**config.mk**
```make
export PLATFORM = sky130hd
export DESIGN_NAME = if_fetch_flat
export DESIGN_NICKNAME = d
export VERILOG_FILES = /design/src/rtl/ibus_if.sv /design/src/rtl/if_fetch.sv /design/src/flat_wrapper.sv
export SDC_FILE = /design/constraint.sdc
export NUM_CORES = 1
export LEC_CHECK = 0
export BUFFER_PORTS_ARGS = -buffer_cell sky130_fd_sc_hd__buf_2
export CORE_MARGIN = 2
export CORE_UTILIZATION = 50
export DETAILED_ROUTE_END_ITERATION = 10
export GPL_TIMING_DRIVEN = 0
export PLACE_DENSITY_LB_ADDON = 0.05
export SLEW_MARGIN = 30
export SYNTH_ARGS = -nofsm -noshare
export SYNTH_HDL_FRONTEND = slang
export SYNTH_SLANG_ARGS = --single-unit
```
**constraint.sdc**
```tcl
create_clock -name clk -period 1.7 [get_ports clk]
set_input_delay 0.255 -clock clk [delete_from_list [all_inputs] [get_ports clk]]
set_output_delay 0.255 -clock clk [all_outputs]
set_load 0.01 [all_outputs]
```
**src/rtl/ibus_if.sv**
```systemverilog
// Instruction-bus handshake bundle: one request outstanding, completion by ack.
interface ibus_if;
  logic        req;
  logic [31:0] addr;
  logic        ack;
  logic [31:0] rdata;

  modport master (output req, output addr, input ack, input rdata);
  modport slave  (input req, input addr, output ack, output rdata);
endinterface

```
**src/rtl/if_fetch.sv**
```systemverilog
// Instruction fetch stage: PC generation, single-outstanding ibus handshake,
// delayed-branch redirect, exception/ERET flush, IF/ID register with a
// one-entry skid buffer behind it.
//
// state | meaning
// ------+---------------------------------------------------------------
// RUN   | normal fetching; completions land in IF/ID or the skid buffer
// DROP  | a request issued before a flush is still open; its data is
//       | discarded and the old address is held until ack
module if_fetch #(
  parameter logic [31:0] RESET_PC = 32'hBFC0_0000
) (
  input  logic        clk,
  input  logic        rst,
  ibus_if.master      ibus,
  input  logic        stall,
  input  logic        branch_flag,
  input  logic [31:0] branch_target,
  input  logic        flush,
  input  logic [31:0] flush_pc,
  output logic [31:0] if_pc,
  output logic [31:0] if_inst,
  output logic        if_valid,
  output logic        if_addr_err
);

  typedef enum logic {RUN, DROP} state_t;

  state_t      state, state_nxt;
  logic [31:0] pc;
  logic [31:0] drop_addr;
  logic [31:0] saved_target;
  logic        redirect_pending;
  logic        skid_valid;
  logic [31:0] skid_pc;
  logic [31:0] skid_inst;
  logic        err_sent;

  logic        req_c;
  logic [31:0] addr_c;
  logic        complete;
  logic        br_take;
  logic        id_free;
  logic        synth_ok;
  logic [31:0] next_fetch_pc;

  assign ibus.req  = req_c;
  assign ibus.addr = addr_c;

  assign complete = (state == RUN) && req_c && ibus.ack;
  assign br_take  = branch_flag && !stall && !flush;
  assign id_free  = !if_valid || !stall;
  // A misaligned pc produces one synthetic AdEL entry, then waits for a flush.
  assign synth_ok = (state == RUN) && (pc[1:0] != 2'b00) && !skid_valid && !err_sent;
  assign next_fetch_pc = br_take          ? branch_target :
                         redirect_pending ? saved_target  :
                                            pc + 32'd4;

  // State register.
  always_ff @(posedge clk) begin
    if (rst) state <= RUN;
    else     state <= state_nxt;
  end

  // Next state and bus request; no request while reset is asserted.
  always_comb begin
    state_nxt = state;
    req_c     = 1'b0;
    addr_c    = pc;
    case (state)
      RUN: begin
        req_c  = !rst && !skid_valid && (pc[1:0] == 2'b00);
        addr_c = pc;
        if (flush && req_c && !ibus.ack) state_nxt = DROP;
      end
      DROP: begin
        req_c  = !rst;
        addr_c = drop_addr;
        if (ibus.ack) state_nxt = RUN;
      end
      default: state_nxt = RUN;
    endcase
  end

  // PC, redirect bookkeeping, skid buffer and IF/ID register.
  always_ff @(posedge clk) begin
    if (rst) begin
      pc               <= RESET_PC;
      drop_addr        <= 32'h0;
      saved_target     <= 32'h0;
      redirect_pending <= 1'b0;
      skid_valid       <= 1'b0;
      skid_pc          <= 32'h0;
      skid_inst        <= 32'h0;
      err_sent         <= 1'b0;
      if_pc            <= 32'h0;
      if_inst          <= 32'h0;
      if_valid         <= 1'b0;
      if_addr_err      <= 1'b0;
    end else if (flush) begin
      if_valid         <= 1'b0;
      skid_valid       <= 1'b0;
      redirect_pending <= 1'b0;
      err_sent         <= 1'b0;
      pc               <= flush_pc;
      if ((state == RUN) && req_c && !ibus.ack) drop_addr <= pc;
    end else begin
      if (complete) begin
        pc               <= next_fetch_pc;
        redirect_pending <= 1'b0;
      end else if (br_take) begin
        saved_target     <= branch_target;
        redirect_pending <= 1'b1;
      end

      if (skid_valid && !stall) begin
        if_pc       <= skid_pc;
        if_inst     <= skid_inst;
        if_addr_err <= 1'b0;
        if_valid    <= 1'b1;
        skid_valid  <= 1'b0;
      end else if (complete && id_free) begin
        if_pc       <= pc;
        if_inst     <= ibus.rdata;
        if_addr_err <= 1'b0;
        if_valid    <= 1'b1;
      end else if (complete) begin
        skid_pc    <= pc;
        skid_inst  <= ibus.rdata;
        skid_valid <= 1'b1;
      end else if (synth_ok && id_free) begin
        if_pc       <= pc;
        if_inst     <= 32'h0;
        if_addr_err <= 1'b1;
        if_valid    <= 1'b1;
        err_sent    <= 1'b1;
      end else if (!stall) begin
        if_valid <= 1'b0;
      end
    end
  end

endmodule

```
**src/flat_wrapper.sv**
```systemverilog
// flat-port wrapper written by rule: the top's interface ports become plain ports
module if_fetch_flat 
#(
  parameter logic [31:0] RESET_PC = 32'hBFC0_0000
)
  (clk, rst, stall, branch_flag, branch_target, flush, flush_pc, if_pc, if_inst, if_valid, if_addr_err, ibus_req, ibus_addr, ibus_ack, ibus_rdata);
  ibus_if ibus_i ();
  input  logic clk;
  input  logic rst;
  input  logic stall;
  input  logic branch_flag;
  input  logic [31:0] branch_target;
  input  logic flush;
  input  logic [31:0] flush_pc;
  output logic [31:0] if_pc;
  output logic [31:0] if_inst;
  output logic if_valid;
  output logic if_addr_err;
  output wire logic [$bits(ibus_i.req)-1:0] ibus_req;
  output wire logic [$bits(ibus_i.addr)-1:0] ibus_addr;
  input wire logic [$bits(ibus_i.ack)-1:0] ibus_ack;
  input wire logic [$bits(ibus_i.rdata)-1:0] ibus_rdata;
  assign ibus_req = ibus_i.req;
  assign ibus_addr = ibus_i.addr;
  assign ibus_i.ack = ibus_ack;
  assign ibus_i.rdata = ibus_rdata;
  if_fetch #(.RESET_PC(RESET_PC)) u_core (.clk(clk), .rst(rst), .ibus(ibus_i), .stall(stall), .branch_flag(branch_flag), .branch_target(branch_target), .flush(flush), .flush_pc(flush_pc), .if_pc(if_pc), .if_inst(if_inst), .if_valid(if_valid), .if_addr_err(if_addr_err));
endmodule
```
==> flow_metrics.py, run 1 <==
metrics = {
    "run_status": {
        "violations": "setup timing",
        "outcome": "finished with violations",
    },
    "worst_setup_path": {
        "cp.required_ns": 2.14,
        "critPathBufInv": 3,
        "crit_type": "flop to flop",
        "crit_arrival_ns": 2.53,
        "slowest_delay_ns": 0.37,
        "worstSetupEndpointType": "flop",
        "worst-path-max-fanout": 8,
        "startpoint_type": "flop",
        "critical-path-slowest-cell": "dfxtp_4",
        "crit_family": "simple AND/OR/NAND/NOR gates",
        "worstPathCellList": "nor4_4 > buf_6 > and2_4 > o31a_1 > buf_8 > clkbuf_16 > nor2_1 > a211oi_2",
    },
    "synthesis": {
        "synthMuxAreaShare_pct": 4.833,
        "synth_top_area_share_pct": 42.86,
        "synth_nets": 1428,
        "ys.flop_type": "dfxtp_1",
        "postSynthCellCount": 1325,
        "yosysMostFrequentCell": "nand2_1",
        "synth_fa_ha_area_share_pct": 0.1165,
        "synth_area_leader_cell": "dfxtp_1",
        "async_reset_ff_share_pct": 0,
        "yosys_register_bits": 230,
        "synth_warnings": 0,
        "synth.top_cells.by_area": "dfxtp_1, nand2_1, a21oi_1",
        "synth_top_family_by_area": "compound AO/OA/AOI/OAI gates",
        "synth-simple-area-share_pct": 20.97,
        "synth.distinct_cells": 67,
        "synth_area_sq_um": 10740,
        "synth.yosys.seq_area_share_pct": 42.86,
        "synth_edf_count": 0,
        "synth_commonest_cells": "nand2_1, dfxtp_1, a21oi_1, nor2_1, clkbuf_1",
        "synth_compound_area_share_pct": 24.63,
        "yosys.area_share.xor_xnor_pct": 0.8967,
        "avgSynthCellArea_sq_um": 8.109,
    },
    "placement": {
        "place_ws_ns": -0.9797,
        "io_buffers": 200,
        "dp_hpwl_um": 25620,
        "place_area_sq_um": 12180,
        "dp_cells": 1800,
        "place_congestion": 0.9441,
    },
    "drt": {
        "routed_wl_um": 38200,
        "viasPerCell": 5.714,
        "wl_per_cell_um": 19.45,
        "first_iter_violations": 806,
        "num_vias": 11220,
        "firstDrtPassIters": 5,
        "ant_nets": 0,
        "drc": 0,
    },
    "timing": {
        "setup-violations-final": 228,
        "fmax_mhz": 479.8,
        "tns_ns": -50.38,
        "hold_viol": 0,
        "min_period_ns": 2.084,
        "tightest_slew_ns": 1.093,
        "finClkSkew_ns": 0.01455,
        "rsz0062_at_grt": "true",
        "setup_ws_ns": -0.3840,
        "slew_headroom_pct": 26.96,
        "drv_slew": 0,
        "timing.hold.ws_ns": 0.005335,
        "post-route-period-util_pct": 122.6,
    },
    "finish": {
        "multi_input_area_sq_um": 6025,
        "nFillCells": 1725,
        "postLayoutCellArea_sq_um": 15160,
        "register_area_sq_um": 4634,
        "synthToLayoutAreaGrowth_pct": 41.12,
        "num_antenna_cells": 0,
        "drive_gt1_share_pct": 31.62,
        "stdcell_count": 1964,
        "nets": 1773,
    },
    "floorplan": {
        "die-area_sq_um": 22680,
        "core-area_sq_um": 21090,
        "start_util_pct": 50.95,
        "io_pins": 201,
        "die_w_um": 150.6,
        "die_h_um": 150.6,
        "core.rowCount": 53,
    },
    "clocking": {
        "clkSlewWorstSetupHoldPaths_ns": 0.06,
        "cts_max_level": 1,
        "clock_latency_ns": 0.53,
        "root_buffer": "clkbuf_16",
        "cts_tree": "built",
        "cts_buffers": 25,
        "clockBufferDepth": 3,
        "cts_sinks": 230,
    },
    "job": {
        "cap_violations": 0,
    },
    "global_routing": {
        "grt_pass1_vias": 10330,
        "grt_max_degree": 14,
        "grt.total_usage_pct": 31.64,
        "grt_pass1_wl_um": 56570,
        "grt-ovfl-total": 0,
        "antenna_found_initial": 0,
    },
    "power": {
        "vdd_drop_max_mv": 0.9781,
        "powerDensity_nw_per_um2": 934.0,
        "power.leakage_nw": 5.823,
    },
    "min_path": {
        "min_path_type": "input port to flop",
    },
}
==> layout make-up <==
type,instances,area share (%)
buffer,113,5.686
clock buffer,37,4.885
clock inverter,9,0.5034
inverter,13,0.3218
multi-input combinational,964,39.73
sequential,230,30.57
tap,275,2.269
timing repair buffer,323,16.03
==> worst reg2reg max path: cells and delay by family (launching register included) <==
kind / cells / cell delay, ns
AND/OR/NAND/NOR: 3 / 0.58
flip-flops: 1 / 0.37
buffers and inverters: 3 / 0.58
AO/OA/AOI/OAI: 2 / 0.48
==> placed cells by master (no fill, tap or decap), types with 14 or more instances in the layout <==
master	n
a211oi_1	27
a211oi_2	41
a21oi_1	155
a22oi_1	22
a22oi_2	14
buf_2	197
buf_4	42
buf_6	44
clkbuf_1	37
clkbuf_16	31
dfxtp_1	216
dlygate4sd3_1	69
mux2_4	23
mux2i_1	26
nand2_1	305
nand3_1	22
nor2_1	83
nor2_2	14
nor3_1	14
o21ai_0	30
==> power by group <==
part	switching (mW)	internal [mW]	total (mW)
clock network	2.26	3.17	5.43
registers	0.228	5.67	5.89
logic	1.52	1.32	2.84
total	4.01	10.2	14.2
==> final timing paths <==
check                                                          start                              endpoint  slack (ns)  depth (start not counted)
worst max-delay path                  u_core.skid_valid$_SDFFE_PP0P_       u_core.if_inst[15]$_SDFFE_PP0P_       -0.38                          8
worst min-delay path                               branch_target[20]  u_core.saved_target[20]$_SDFFE_PP0P_       0.005                          3
worst max register to register        u_core.skid_valid$_SDFFE_PP0P_       u_core.if_inst[15]$_SDFFE_PP0P_       -0.38                          8
worst min register to register  u_core.saved_target[12]$_SDFFE_PP0P_  u_core.saved_target[12]$_SDFFE_PP0P_        0.45                          2
==> state kept, by name, summed over array words and instances (netlist names), 32 cells and up <==
name and count:
u_core.drop_addr 32, u_core.if_inst 32, u_core.if_pc 32, u_core.pc 32
u_core.saved_target 32, u_core.skid_inst 32, u_core.skid_pc 32
==> through the flow <==
stage          util (%)  power [mW]
3_3_place_gp      57.74       8.060
2_1_floorplan         -       7.241
6_report          71.90       14.16
3_5_place_dp      57.76       8.081
4_1_cts           69.11       13.85
5_1_grt           71.90       14.66
==> cells by family (layout without fill, tap and decap cells) <==
kind of cell | after synthesis | count (layout)
and+or+nand+nor | 519 | 519
adders and majority gates | 1 | 1
DFF | 230 | 230
buffers and inverters | 131 | 495
AOI/OAI and AO/OA | 384 | 384
xor gates and xnor gates | 11 | 11
muxes | 49 | 49
==> routing by layer <==
metal  global-route usage [%]  wire [um]  vias up  share of wire [%]
met3                    4.273       2728       96                7.1
met2                    52.07      17810      477                 47
met5                        0          0        -                  0
li1                         -          -     5348                  -
met4                    12.29       1586        0                4.2
met1                    42.21      16080     5301                 42
==> timing repair <==
action,CTS,global route
setup endpoints to repair,260,258
gates resized for setup,176,105
buffers inserted,32,15
cloned,3,6
hold buffers,69,0
hold endpoints to repair,69,0
pin swaps,23,20
(Power assumes the default switching activity.)
==> run 2, diff against run 1 <==
- CORE_UTILIZATION: 50 -> 60
- clock period: 1.7 -> 2.6 ns (I/O delays scaled with it)
==> run 2 against run 1 <==
  * The flow now finishes without violations
  * Sequential power down 35%
  * Hold slack better by 0.063 ns
  * Clock power down 35%
  * Utilization up 1.9 points
  * Via count down 2.8%
  * Global-route usage up 3.7 points
  * Combinational power down 51%
  * Die area down 16%
  * Critical endpoint is now u_core.skid_inst[4]$_SDFFE_PP0P_
  * Largest power group unchanged
  * Highest routed layer unchanged
==> flow_metrics.py, run 2 (synthesis results as in run 1) <==
metrics = {
    "run_status": {
        "outcome": "complete, no violations",
    },
    "floorplan": {
        "start_util_pct": 61.69,
        "io_pins": 201,
        "core-area_sq_um": 17420,
        "die-area_sq_um": 18990,
        "die_w_um": 137.8,
        "die_h_um": 137.8,
        "core.rowCount": 48,
    },
    "drt": {
        "wl_per_cell_um": 19.36,
        "first_iter_violations": 1013,
        "viasPerCell": 6.081,
        "num_vias": 10910,
        "ant_nets": 0,
        "routed_wl_um": 34730,
        "firstDrtPassIters": 9,
        "drc": 0,
    },
    "clocking": {
        "hold_buffers": 0,
        "cts_buffers": 25,
        "clkSlewWorstSetupHoldPaths_ns": 0.06,
        "cts_tree": "built",
        "clockBufferDepth": 3,
        "cts_max_level": 1,
        "clock_latency_ns": 0.53,
        "post_cts_buffers": 0,
        "post_cts_resized": 3,
        "cts_sinks": 230,
        "root_buffer": "clkbuf_16",
    },
    "worst_setup_path": {
        "worstSetupEndpointType": "flop",
        "cp.required_ns": 2.96,
        "reg2reg_depth": 6,
        "worst-path-max-fanout": 10,
        "crit_arrival_ns": 2.93,
        "r2r_slack_ns": 0.03,
        "reg2reg_from": "u_core.pc[1]$_SDFFE_PP0P_",
        "startpoint_type": "flop",
        "r2r_end": "u_core.skid_inst[4]$_SDFFE_PP0P_",
        "crit_type": "flop to flop",
    },
    "global_routing": {
        "grt_max_degree": 14,
        "grt_pass1_wl_um": 52340,
        "antenna_found_initial": 0,
        "grt_pass1_vias": 9861,
        "grt-ovfl-total": 0,
        "grt.total_usage_pct": 35.33,
    },
    "timing": {
        "setup_ws_ns": 0.03058,
        "finClkSkew_ns": 0.01968,
        "tightest_slew_ns": 0.9228,
        "post-route-period-util_pct": 98.82,
        "setup-violations-final": 0,
        "drv_slew": 0,
        "rsz0062_at_grt": "false",
        "hold_viol": 0,
        "min_period_ns": 2.569,
        "fmax_mhz": 389.2,
        "tns_ns": 0,
        "slew_headroom_pct": 38.25,
    },
    "finish": {
        "drive_gt1_share_pct": 23.84,
        "postLayoutCellArea_sq_um": 12850,
        "synthToLayoutAreaGrowth_pct": 19.61,
        "final_cell_mix": "nand2_1, buf_2, dfxtp_1",
        "nets": 1654,
        "num_antenna_cells": 0,
        "final_common_cell": "nand2_1",
    },
    "power": {
        "vdd_drop_max_mv": 0.5413,
        "total_power_mw": 8.735,
        "power.leakage_nw": 4.843,
        "powerDensity_nw_per_um2": 679.7,
    },
    "min_path": {
        "holdPathEnd": "u_core.pc[5]$_SDFFE_PP0P_",
        "min_path_type": "input port to flop",
        "min_from": "flush_pc[5]",
        "holdPathStages": 3,
    },
    "placement": {
        "place_ws_ns": -0.1139,
        "place_area_sq_um": 12030,
        "io_buffers": 200,
        "place_congestion": 1.020,
        "dp_hpwl_um": 24730,
    },
    "job": {
        "cap_violations": 0,
    },
}
-- run 2: layout make-up --
type | count | area [sq um]
Fill cell | 1411 | 4566
Timing Repair Buffer | 200 | 1001
Tap cell | 225 | 281.5
Buffer | 117 | 561.8
Sequential cell | 230 | 4604
Clock inverter | 9 | 76.32
Inverter | 13 | 48.80
Clock buffer | 36 | 726.9
Multi-Input combinational cell | 964 | 5550
-- run 2: report_power, final --
| group | leakage, nW | total [mW] | switching [mW] | internal (mW) |
|---|---|---|---|---|
| combinational | 2.57 | 1.39 | 0.865 | 0.522 |
| clock | 0.399 | 3.52 | 1.48 | 2.04 |
| sequential | 1.87 | 3.83 | 0.123 | 3.70 |
-- run 2: how the worst max path moves through the flow --
stage	start	endpoint	slack, ns	depth (start not counted)
finish	u_core.pc[1]$_SDFFE_PP0P_	u_core.skid_inst[4]$_SDFFE_PP0P_	0.03	6
global route	u_core.state$_SDFF_PP0_	ibus_addr[11]	0.05	4
CTS	u_core.pc[1]$_SDFFE_PP0P_	u_core.skid_inst[4]$_SDFFE_PP0P_	0.07	6
detailed placement	rst	u_core.pc[29]$_SDFFE_PP1P_	-0.11	7
global placement	rst	u_core.pc[29]$_SDFFE_PP1P_	-0.13	7
floorplan	u_core.pc[18]$_SDFFE_PP0P_	u_core.pc[31]$_SDFFE_PP1P_	0.79	7
-- run 2: layer usage --
layer	track usage, %	part of all wire, %
met4	11.62	2.6
met2	57.74	46
met3	5.850	11
met1	47.68	41
met5	0	0
-- run 2: per-stage QoR --
step	utilization, %	cells	hold slack [ns]
3_3_place_gp	69.05	1750	0.4371
4_1_cts	73.74	1795	0.06359
3_5_place_dp	69.08	1750	0.4427
2_1_floorplan	-	1325	0.4311
5_1_grt	73.79	1794	0.08127
6_report	73.79	1794	0.06793
-- run 2: worst max-delay path, stage by stage (launching register included) --
cell     delay, ns
dfxtp_1       0.40
or4_1         0.61
nor2_1        0.52
nand3_2       0.36
buf_2         0.31
nand2_1       0.11
a21oi_1       0.08
